[config.mk]
export PLATFORM = sky130hd
export DESIGN_NAME = ws2812_rx
export DESIGN_NICKNAME = d
export VERILOG_FILES = /design/src/rtl/ws2812_rx.sv
export SDC_FILE = /design/constraint.sdc
export NUM_CORES = 1
export LEC_CHECK = 0
export BUFFER_PORTS_ARGS = -buffer_cell sky130_fd_sc_hd__buf_2
export CORE_MARGIN = 2
export CORE_UTILIZATION = 53
export DETAILED_ROUTE_END_ITERATION = 16
export GPL_ROUTABILITY_DRIVEN = 1
export PLACE_DENSITY = 0.79
export SLEW_MARGIN = 20
export SYNTH_ARGS = -nofsm -noshare
export SYNTH_HDL_FRONTEND = slang
export SYNTH_SLANG_ARGS = --single-unit
[constraint.sdc]
create_clock -name sys_clk -period 2.1 [get_ports sys_clk]
set_clock_uncertainty 0.15 [all_clocks]
set_input_delay 0.21 -clock sys_clk [delete_from_list [all_inputs] [get_ports sys_clk]]
set_output_delay 0.21 -clock sys_clk [all_outputs]
set_load 0.05 [all_outputs]
[src/rtl/ws2812_rx.sv]
// ws2812_rx: single-wire WS2812b receiver. Synchronizes the LED data line,
// measures each high pulse, classifies it as a 0 or 1 bit, assembles 24-bit
// GRB words MSB-first and flags the end-of-frame latch gap.
module ws2812_rx #(
  parameter int BIT_THRESH   = 9,   // high length (cycles) at or above which a bit is 1
  parameter int MIN_HIGH     = 2,   // shorter high pulses are glitches
  parameter int MAX_HIGH     = 31,  // MAX_HIGH+1 high cycles is a framing error
  parameter int RESET_CYCLES = 800  // low cycles forming the latch gap
) (
  input  logic        sys_clk,
  input  logic        sys_rst,
  input  logic        din,
  output logic [23:0] data,
  output logic        valid,
  output logic        latch,
  output logic        err
);

  localparam int HW = $clog2(MAX_HIGH + 2);
  localparam int LW = $clog2(RESET_CYCLES + 1);

  localparam logic [HW-1:0] H_ONE  = HW'(1);
  localparam logic [HW-1:0] H_MIN  = HW'(MIN_HIGH);
  localparam logic [HW-1:0] H_THR  = HW'(BIT_THRESH);
  localparam logic [HW-1:0] H_MAX  = HW'(MAX_HIGH);
  localparam logic [HW-1:0] H_SAT  = HW'(MAX_HIGH + 1);
  localparam logic [LW-1:0] L_END  = LW'(RESET_CYCLES - 1);
  localparam logic [4:0]    LAST_BIT = 5'd23;

  typedef enum logic [1:0] {
    SYNC, // waiting for a full low gap before trusting the line
    IDLE, // gap seen, waiting for the first pulse of a frame
    HIGH, // measuring a high pulse
    LOW   // between pulses, timing the low gap
  } state_t;

  // Synchronizer and edge-detect history.
  logic s1, s2, s3;
  logic rise, fall;

  // Decoder state, current and next.
  state_t          state_q, state_d;
  logic [HW-1:0]   hcnt_q, hcnt_d;
  logic [LW-1:0]   lcnt_q, lcnt_d;
  logic [4:0]      bitcnt_q, bitcnt_d;
  logic [23:0]     sr_q, sr_d;
  logic            seen_q, seen_d;   // an accepted pulse since last latch/sync
  logic [23:0]     data_d;
  logic            valid_d, latch_d, err_d;
  logic            bit_val;

  // Two-flop synchronizer plus one history flop for edge detection.
  // NOTE: sequential state uses non-blocking assignments so every flop samples
  // the pre-edge value of its neighbour; blocking here would collapse the chain.
  always_ff @(posedge sys_clk) begin
    if (sys_rst) begin
      s1 <= 1'b0;
      s2 <= 1'b0;
      s3 <= 1'b0;
    end else begin
      s1 <= din;
      s2 <= s1;
      s3 <= s2;
    end
  end

  assign rise    = s2 & ~s3;
  assign fall    = ~s2 & s3;
  assign bit_val = (hcnt_q >= H_THR);

  // State and datapath registers; outputs are registered here as well.
  always_ff @(posedge sys_clk) begin
    if (sys_rst) begin
      state_q  <= SYNC;
      hcnt_q   <= '0;
      lcnt_q   <= '0;
      bitcnt_q <= '0;
      sr_q     <= '0;
      seen_q   <= 1'b0;
      data     <= '0;
      valid    <= 1'b0;
      latch    <= 1'b0;
      err      <= 1'b0;
    end else begin
      state_q  <= state_d;
      hcnt_q   <= hcnt_d;
      lcnt_q   <= lcnt_d;
      bitcnt_q <= bitcnt_d;
      sr_q     <= sr_d;
      seen_q   <= seen_d;
      data     <= data_d;
      valid    <= valid_d;
      latch    <= latch_d;
      err      <= err_d;
    end
  end

  // Next-state and next-output decode for the pulse-width receiver.
  always_comb begin
    // NOTE: every signal driven here gets a default first, so no path through
    // the case statement can leave one unassigned and infer a latch.
    state_d  = state_q;
    hcnt_d   = hcnt_q;
    lcnt_d   = lcnt_q;
    bitcnt_d = bitcnt_q;
    sr_d     = sr_q;
    seen_d   = seen_q;
    data_d   = data;
    valid_d  = 1'b0;
    latch_d  = 1'b0;
    err_d    = 1'b0;

    unique case (state_q)
      SYNC: begin
        // Edges are ignored; only an unbroken low gap releases the decoder.
        bitcnt_d = '0;
        seen_d   = 1'b0;
        if (s2) begin
          lcnt_d = '0;
        end else if (lcnt_q >= L_END) begin
          state_d = IDLE;
        end else begin
          lcnt_d = lcnt_q + 1'b1;
        end
      end

      IDLE: begin
        if (rise) begin
          hcnt_d  = H_ONE;
          state_d = HIGH;
        end
      end

      HIGH: begin
        if (s2) begin
          if (hcnt_q == H_MAX) begin
            // Pulse too long: abandon the frame and resynchronize.
            hcnt_d   = H_SAT;
            err_d    = 1'b1;
            bitcnt_d = '0;
            seen_d   = 1'b0;
            lcnt_d   = '0;
            state_d  = SYNC;
          end else begin
            hcnt_d = hcnt_q + 1'b1;
          end
        end else if (fall) begin
          state_d = LOW;
          // A glitch leaves lcnt alone so the surrounding gap keeps timing.
          if (hcnt_q >= H_MIN) begin
            sr_d   = {sr_q[22:0], bit_val};
            lcnt_d = '0;
            seen_d = 1'b1;
            if (bitcnt_q == LAST_BIT) begin
              data_d   = {sr_q[22:0], bit_val};
              valid_d  = 1'b1;
              bitcnt_d = '0;
            end else begin
              bitcnt_d = bitcnt_q + 1'b1;
            end
          end
        end
      end

      LOW: begin
        // A rise wins over a gap expiring in the same cycle.
        if (rise) begin
          hcnt_d  = H_ONE;
          state_d = HIGH;
        end else if (lcnt_q >= L_END) begin
          if (seen_q) begin
            latch_d = 1'b1;
            err_d   = (bitcnt_q != '0);
          end
          bitcnt_d = '0;
          seen_d   = 1'b0;
          state_d  = IDLE;
        end else begin
          lcnt_d = lcnt_q + 1'b1;
        end
      end

      default: state_d = SYNC;
    endcase
  end

endmodule

==> results of run 1 <==
## state kept, by name (all words and copies together) (netlist names)
register,flops
latch,1
err,1
data,24
valid,1
bitcnt_q,5
sr_q,23
seen_q,1
s1,1
state_q,2
s2,1
s3,1
lcnt_q,10
hcnt_q,6
## cell usage after synthesis, types with 2 or more instances
library cell,instances
sky130_fd_sc_hd__nand2_1,108
sky130_fd_sc_hd__inv_1,7
sky130_fd_sc_hd__a211oi_1,11
sky130_fd_sc_hd__a21oi_1,45
sky130_fd_sc_hd__nor3_1,3
sky130_fd_sc_hd__nor4_4,2
sky130_fd_sc_hd__nor2_1,16
sky130_fd_sc_hd__ha_1,7
sky130_fd_sc_hd__buf_6,4
sky130_fd_sc_hd__mux2i_1,9
sky130_fd_sc_hd__o211ai_1,3
sky130_fd_sc_hd__nand3_1,8
sky130_fd_sc_hd__a21oi_2,10
sky130_fd_sc_hd__xor2_1,2
sky130_fd_sc_hd__buf_2,6
sky130_fd_sc_hd__o31ai_1,2
sky130_fd_sc_hd__nor2b_1,4
sky130_fd_sc_hd__a21o_1,4
sky130_fd_sc_hd__a2bb2oi_1,2
sky130_fd_sc_hd__a21boi_0,2
sky130_fd_sc_hd__dfxtp_1,77
sky130_fd_sc_hd__clkbuf_1,10
sky130_fd_sc_hd__nand2b_1,11
sky130_fd_sc_hd__buf_4,3
sky130_fd_sc_hd__nand4_1,4
sky130_fd_sc_hd__and3_1,3
sky130_fd_sc_hd__nand3b_1,2
## layout make-up
| class | count | share of cell area |
|---|---|---|
| clock buffers | 9 | 0.0305 |
| clock inverters | 6 | 0.0157 |
| inverters | 7 | 0.00647 |
| multi-input cells | 283 | 0.434 |
| flip-flops and latches | 77 | 0.381 |
| well taps | 75 | 0.0231 |
| repair buffers | 65 | 0.110 |
## power groups by stage
stage / Sequential [µW] / Clock [µW] / Combinational, µW
6_report: 1480 / 1090 / 87.1
5_1_grt: 1480 / 1180 / 95.3
4_1_cts: 1480 / 1100 / 81.3
3_5_place_dp: 1510 / 0 / 78.9
3_3_place_gp: 1510 / 0 / 77.0
2_1_floorplan: 1510 / 0 / 60.0
## what timing repair did
action	in CTS	in global routing
hold endpoints to repair	1	0
setup buffers	0	9
endpoints found under the setup margin	13	22
hold buffers	1	0
pin swaps	2	13
resized for setup	7	16
gates cloned	0	1
## routing by layer
metal | track usage | share of wire
met1 | 0.250 | 0.46
met3 | 0.0682 | 0.031
met4 | 0.0718 | 0.025
met5 | 0 | 0
met2 | 0.316 | 0.48
## worst max-delay path by stage
stage	end
finish	lcnt_q[3]
CTS	lcnt_q[5]
floorplan	lcnt_q[3]
global placement	seen_q
global route	lcnt_q[3]
detailed placement	seen_q
## logic make-up after synthesis
kind of cell / count (synthesis) / synth area share
AND/OR/NAND/NOR: 169 / 0.239
AO/OA/AOI/OAI: 95 / 0.193
flip-flops: 77 / 0.460
buffers and inverters: 31 / 0.0493
multiplexers: 9 / 0.0269
adder cells (fa/ha/maj): 7 / 0.0261
XOR/XNOR: 2 / 0.00523
## per-stage QoR
stage	setup TNS, ns	hold WS [ns]
4_1_cts	0	0.0285
5_1_grt	-0.283	0.0531
3_5_place_dp	-0.338	0.278
3_3_place_gp	-0.130	0.271
2_1_floorplan	0	0.188
6_report	0	0.0360
==> flow_summary.toml, run 1 <==
[logic_synthesis]
synth_edf_count = 0
synth_area_per_cell_um2 = 8.59
synth_cell_type_count = 52
netlist_instances = 390
synth.yosys.seq_area_share = 0.460
ys_warn_count = 0
ys_async_sr_fraction = 0
synthesis.area_mm2 = 0.00335
ys_top_cells_by_area = "sky130_fd_sc_hd__dfxtp_1 (46%), sky130_fd_sc_hd__nand2_1 (12%), sky130_fd_sc_hd__a21oi_1 (6.7%)"
synth_top_flop_cell = "sky130_fd_sc_hd__dfxtp_1"
synth.ff_latch_count = 77
postSynthNetCount = 400
synth_area_leader_cell = "sky130_fd_sc_hd__dfxtp_1"
yosysTopAreaCellShare = 0.460

[worst_setup_path]
startpoint_type = "flip-flop"
critical_path_peak_fanout = 8
setup.reg_to_reg.worst_slack_ns = 0.04
worstPathArrival_ns = 2.19
cp_common_cell = "sky130_fd_sc_hd__buf_6"
critical_path_launch_point = "hcnt_q[1]"
chain_of_cells_forming_the_critical_path = "buf_6 -> ha_4 -> nor4_4 -> a21boi_2 -> a211oi_4 -> buf_6 -> nand2b_1 -> mux2i_1"
r2r_cells = 8
critical_path_class = "reg2reg"
cp_num_buf_inv = 2
critical_path_cell_count = 8
critPathTopFamily = "compound AO/OA/AOI/OAI gates"
crit-reg2reg-capture = "lcnt_q[3]"
timing.critical_path.to_type = "flip-flop"
startpoint_of_the_worst_register_to_register_path = "hcnt_q[1]"
critPathSlowestCell = "sky130_fd_sc_hd__a211oi_4"
critPathMaxStageDelay_ns = 0.37
required_ns = 2.24

[job]
cap_violations = 0

[route]
dr.first_iter.drc_count = 135
drc_errors = 0
vias = 2875
drt_pre_antenna_iters = 4
drt-vias-per-instance = 5.51
route.antenna.remaining_nets = 0
wirelength_um = 6780
avgRoutedWirePerCell_um = 13.0

[finish]
syn_to_final_growth_pct = 21.2
multi_input_comb_area_mm2 = 0.00176
post_route_cells_drive_above_1_share = 0.253
final_design_area_no_fill_mm2 = 0.00406
final_cell_count_no_fill = 522
fillerInstances = 478
final_core_util = 0.674
nNetsFinal = 453
area_used_by_sequential_logic_in_the_layout_mm2 = 0.00155
antenna_cells_inserted = 0
most_common_library_cell_in_the_layout_ignoring_fill_and_taps = "sky130_fd_sc_hd__nand2_1"
leading_cell_types_in_the_layout_fill_and_taps_excluded = "sky130_fd_sc_hd__nand2_1 (107), sky130_fd_sc_hd__dfxtp_1 (75), sky130_fd_sc_hd__a21oi_1 (45)"

[place]
dpl.cell_count = 496
dpl-instance-area_mm2 = 0.00368
io_buffers = 29
gp_congestion = 0.889
place_hpwl_um = 4460
post-place-ws_ns = -0.0558

[timing]
timing.max_slew.rel_slack = 0.740
hold_viol = 0
rsz0062_at_grt = "yes"
finalMaxSlewViolations = 0
final-setup-viol-count = 0
fmax_mhz = 486
setup_slack_ns = 0.0442
pin_slew_with_the_least_headroom_to_its_limit_ns = 0.390
finalWorstPathRequiredPeriod_ns = 2.06
min_period_over_period = 0.979

[clock_network]
clockBufferDepth = 2
cts_clock_pin_slew_for_the_worst_setup_and_hold_paths_ns = 0.08
cts_max_level = 3
tritoncts = "done"
cts-root-buf = "sky130_fd_sc_hd__clkbuf_8"
cts_inserted_buffers = 9
worstSkewPairLatency_ns = 0.36
cts.sink_count = 77

[min_path]
hp-start = "sys_rst"
hold_path_end = "s3"
holdCritPathClass = "in2reg"
whs_path_depth = 2

[pwr]
peakVddDrop_mv = 0.628
power_per_cell_area_mw_per_mm2 = 653
power.total_uw = 2650
seq_power_share = 0.557
intPower_uw = 2040
power.share.switching = 0.229
total_leakage_power_uw = 0.00151
clockPowerShare = 0.410
combinationalPowerShare = 0.033
switching_power_uw = 608

[die]
die_w_um = 83.5
coreArea_mm2 = 0.00603
die_h_um = 83.5
initial_utilization = 0.556
io_pins = 30
fp.dieArea_mm2 = 0.00697
placementRows = 28

[global_routing]
antenna_violations_before_repair = 0
global_route.overflow_total = 0
grt_start_max_net_pins = 35
first_global_vias = 2627
grt_pass1_wl_um = 11500
gr-usage-all-layers = 0.198

[status]
outcome = "finished, final reports clean"
Note: power is estimated with default switching activity, not from simulation.
==> run 2: changes to the inputs <==
RECOVER_POWER = 100   (was not set)
==> flow_summary.toml, run 2 (synthesis results as in run 1) <==
[route]
wirelength_um = 6790
drc_errors = 0
dr.first_iter.drc_count = 103
vias = 2879
drt-vias-per-instance = 5.52
route.antenna.remaining_nets = 0
drt_pre_antenna_iters = 5
avgRoutedWirePerCell_um = 13.0

[finish]
most_common_library_cell_in_the_layout_ignoring_fill_and_taps = "sky130_fd_sc_hd__nand2_1"
layout_top_registers = "data (24), sr_q (23), lcnt_q (10)"
antenna_cells_inserted = 0
leading_cell_types_in_the_layout_fill_and_taps_excluded = "sky130_fd_sc_hd__nand2_1 (107), sky130_fd_sc_hd__dfxtp_1 (75), sky130_fd_sc_hd__a21oi_1 (45)"
final_design_area_no_fill_mm2 = 0.00403
largest_register_ffs = 24
top_register = "data"
nNetsFinal = 453
syn_to_final_growth_pct = 20.1
fillerInstances = 497
post_route_cells_drive_above_1_share = 0.190

[clock_network]
cts_inserted_buffers = 9
worstSkewPairLatency_ns = 0.35
cts-root-buf = "sky130_fd_sc_hd__clkbuf_8"
clockBufferDepth = 2
cts_max_level = 3
cts_clock_pin_slew_for_the_worst_setup_and_hold_paths_ns = 0.08
cts.sink_count = 77
tritoncts = "done"

[global_routing]
antenna_violations_before_repair = 0
global_route.overflow_total = 0
gr-usage-all-layers = 0.198
first_global_vias = 2627
grt_pass1_wl_um = 11500
grt_start_max_net_pins = 35

[die]
die_w_um = 83.5
io_pins = 30
fp.dieArea_mm2 = 0.00697
coreArea_mm2 = 0.00603
placementRows = 28
initial_utilization = 0.556
die_h_um = 83.5

[place]
dpl-instance-area_mm2 = 0.00368
post-place-ws_ns = -0.0558
io_buffers = 29
place_hpwl_um = 4460
gp_congestion = 0.889

[timing]
setup_slack_ns = 0.0472
whs_ns = 0.0390
fmax_mhz = 487
totalNegativeSetupSlack_ns = 0
final-setup-viol-count = 0
min_period_over_period = 0.978
pin_slew_with_the_least_headroom_to_its_limit_ns = 0.602
hold_viol = 0
finalWorstPathRequiredPeriod_ns = 2.05
finalMaxSlewViolations = 0
rsz0062_at_grt = "yes"
timing.max_slew.rel_slack = 0.600

[worst_setup_path]
required_ns = 2.23
cp_common_cell = "sky130_fd_sc_hd__buf_6"
critPathSlowestCell = "sky130_fd_sc_hd__a211oi_4"
timing.critical_path.to_type = "flip-flop"
critical_path_peak_fanout = 8
critPathMaxStageDelay_ns = 0.37
startpoint_type = "flip-flop"
worstPathArrival_ns = 2.19
critical_path_class = "reg2reg"
chain_of_cells_forming_the_critical_path = "buf_6 -> ha_4 -> nor4_4 -> a21boi_2 -> a211oi_4 -> buf_6 -> nand2b_1 -> mux2i_1"

[pwr]
peakVddDrop_mv = 0.629
total_leakage_power_uw = 0.00138
power_per_cell_area_mw_per_mm2 = 658

[min_path]
holdCritPathClass = "in2reg"

[status]
outcome = "finished, final reports clean"

[job]
cap_violations = 0
run 2: cell count changes in the layout (fill, tap and decap cells not counted):
cell / change
sky130_fd_sc_hd__clkbuf_1: +28
sky130_fd_sc_hd__buf_4: -1
sky130_fd_sc_hd__buf_2: -27
run 2: final timing paths:
kind	start	to	slack, ns	depth (start not counted)
min reg2reg	s1	s2	0.29	1
max	hcnt_q[1]	lcnt_q[3]	0.05	8
min	sys_rst	s3	0.04	2
max reg2reg	hcnt_q[1]	lcnt_q[3]	0.05	8
run 2: stage by stage:
step,power [µW],cells,utilization
after CTS,2660,512,0.650
after global routing,2760,522,0.668
final,2650,522,0.668
after global placement,1590,496,0.610
after detailed placement,1590,496,0.610
after floorplan,1570,390,-
run 2: what timing repair did:
| action | 4_1_cts | 5_1_grt |
|---|---|---|
| hold endpoints to repair | 1 | 0 |
| buffers inserted | 0 | 9 |
| hold buffers | 1 | 0 |
| cloned | 0 | 1 |
| gates resized for setup | 7 | 16 |
| endpoints found under the setup margin | 13 | 22 |
| pin swaps | 2 | 13 |
run 2: metal layers:
metal,routed length (µm),track usage,vias to the layer above
met1,3110,0.250,1374
li1,-,-,1443
met2,3290,0.316,49
met3,263,0.0682,13
met5,0,0,-
met4,136,0.0718,0
run 2: power breakdown:
group	internal (µW)	total (µW)	switching, µW
combinational	36.1	87.3	51.2
clock	542	1080	542
sequential	1470	1480	11.3
total	2040	2650	605
run 2: final cells by class:
| type | count | area (µm²) | share of cell area |
|---|---|---|---|
| Sequential cell | 77 | 1550 | 0.384 |
| Inverter | 7 | 26.3 | 0.00653 |
| Multi-Input combinational cell | 283 | 1760 | 0.438 |
| Tap cell | 75 | 93.8 | 0.0233 |
| Clock buffer | 9 | 124 | 0.0308 |
| Clock inverter | 6 | 63.8 | 0.0159 |
| Timing Repair Buffer | 65 | 408 | 0.101 |
run 2: worst max-delay path, delay by kind of cell (launching register included):
family,cells,cell delay (ns)
AOI/OAI and AO/OA,2,0.50
adders and majority gates,1,0.15
buffers and inverters,2,0.30
DFF,1,0.36
muxes,1,0.14
and+or+nand+nor,2,0.39
==> run 3: changes to the inputs <==
--- a/constraint.sdc
+++ b/constraint.sdc
@@ -3,3 +3,3 @@
 set_input_delay 0.21 -clock sys_clk [delete_from_list [all_inputs] [get_ports sys_clk]]
 set_output_delay 0.21 -clock sys_clk [all_outputs]
-set_load 0.05 [all_outputs]
+set_load 0.1 [all_outputs]
==> flow_summary.toml, run 3 (synthesis results as in run 1) <==
[min_path]
holdCritPathClass = "in2reg"

[route]
wirelength_um = 6800
dr.first_iter.drc_count = 123
drc_errors = 0
route.antenna.remaining_nets = 0
avgRoutedWirePerCell_um = 13.0
vias = 2879
drt_pre_antenna_iters = 5
drt-vias-per-instance = 5.52

[timing]
final-setup-viol-count = 0
fmax_mhz = 487
rsz0062_at_grt = "yes"
finalMaxSlewViolations = 0
pin_slew_with_the_least_headroom_to_its_limit_ns = 0.545
finalWorstPathRequiredPeriod_ns = 2.05
min_period_over_period = 0.978
hold_viol = 0
totalNegativeSetupSlack_ns = 0
whs_ns = 0.0381
timing.max_slew.rel_slack = 0.638

[worst_setup_path]
cp_num_buf_inv = 2
timing.critical_path.to_type = "flip-flop"
required_ns = 2.24
cp_common_cell = "sky130_fd_sc_hd__buf_6"
startpoint_type = "flip-flop"
critPathMaxStageDelay_ns = 0.37
critPathTopFamily = "compound AO/OA/AOI/OAI gates"
critical_path_peak_fanout = 8
chain_of_cells_forming_the_critical_path = "buf_6 -> ha_4 -> nor4_4 -> a21boi_2 -> a211oi_4 -> buf_6 -> nand2b_1 -> mux2i_1"
critPathSlowestCell = "sky130_fd_sc_hd__a211oi_4"
critical_path_class = "reg2reg"
worstPathArrival_ns = 2.19

[die]
fp.dieArea_mm2 = 0.00697
io_pins = 30
placementRows = 28
die_w_um = 83.5
die_h_um = 83.5
initial_utilization = 0.556
coreArea_mm2 = 0.00603

[global_routing]
gr-usage-all-layers = 0.198
grt_pass1_wl_um = 11500
antenna_violations_before_repair = 0
global_route.overflow_total = 0
first_global_vias = 2627
grt_start_max_net_pins = 35

[pwr]
power_per_cell_area_mw_per_mm2 = 653
peakVddDrop_mv = 0.625
total_leakage_power_uw = 0.00148

[finish]
top_register = "data"
antenna_cells_inserted = 0
syn_to_final_growth_pct = 21.1
final_core_util = 0.674
post_route_cells_drive_above_1_share = 0.251
nNetsFinal = 453
layout_top_registers = "data (24), sr_q (23), lcnt_q (10)"
most_common_library_cell_in_the_layout_ignoring_fill_and_taps = "sky130_fd_sc_hd__nand2_1"
largest_register_ffs = 24
final_cell_count_no_fill = 522
leading_cell_types_in_the_layout_fill_and_taps_excluded = "sky130_fd_sc_hd__nand2_1 (107), sky130_fd_sc_hd__dfxtp_1 (75), sky130_fd_sc_hd__a21oi_1 (45)"

[clock_network]
cts_max_level = 3
clockBufferDepth = 2
tritoncts = "done"
worstSkewPairLatency_ns = 0.35
cts_clock_pin_slew_for_the_worst_setup_and_hold_paths_ns = 0.08
cts.sink_count = 77
cts-root-buf = "sky130_fd_sc_hd__clkbuf_8"
cts_inserted_buffers = 9

[place]
io_buffers = 29
place_hpwl_um = 4460
dpl.cell_count = 496
gp_congestion = 0.889

[job]
cap_violations = 0

[status]
outcome = "finished, final reports clean"
## run 3: cell counts in the layout (fill, tap and decap cells not counted)
Identical to the previous run, type by type.
## run 3: worst reg2reg max path, cell delays in order (launching register included)
cell                       delay, ns
sky130_fd_sc_hd__dfxtp_4        0.36
sky130_fd_sc_hd__buf_6          0.12
sky130_fd_sc_hd__ha_4           0.15
sky130_fd_sc_hd__nor4_4         0.33
sky130_fd_sc_hd__a21boi_2       0.13
sky130_fd_sc_hd__a211oi_4       0.37
sky130_fd_sc_hd__buf_6          0.18
sky130_fd_sc_hd__nand2b_1       0.06
sky130_fd_sc_hd__mux2i_1        0.14
## run 3: layout make-up
class                   count  area [µm²]
clock inverters             6        63.8
multi-input cells         283        1760
fillers                   478        1970
inverters                   7        26.3
repair buffers             65         442
clock buffers               9         124
well taps                  75        93.8
flip-flops and latches     77        1550
## run 3: repair_timing
action	in CTS	in global routing
hold buffers	1	0
endpoints found under the hold margin	1	0
setup buffers	0	9
pin swaps	2	13
gates resized for setup	7	16
setup endpoints to repair	13	22
cloned	0	1
## run 3: power by group
group	total, µW	switching [µW]	internal (µW)
Sequential	1480	11.3	1470
Combinational	87.5	51.4	36.1
Clock	1080	542	541
## run 3: final timing paths
| kind | slack [ns] | cells past startpoint | startpoint | end |
|---|---|---|---|---|
| setup / recovery | 0.05 | 8 | hcnt_q[1] | lcnt_q[3] |
| hold / removal | 0.04 | 2 | sys_rst | s3 |
| setup reg to reg | 0.05 | 8 | hcnt_q[1] | lcnt_q[3] |
| hold reg to reg | 0.29 | 1 | s1 | s2 |
## run 3: layer usage
metal  global-route usage  vias up  wire length, µm
li1                     -     1444                -
met2                0.316       49             3280
met3               0.0682       13              259
met5                    0        -                0
met1                0.250     1373             3130
met4               0.0718        0              136
## run 3: through the flow
stage,setup WS (ns),instance area [µm²],total power [µW]
3_5_place_dp,-0.0558,3680,1590
3_3_place_gp,-0.0397,3680,1590
5_1_grt,-0.0596,4060,2760
6_report,0.0472,4060,2650
4_1_cts,0.00332,3910,2660
2_1_floorplan,0.0234,3360,1570
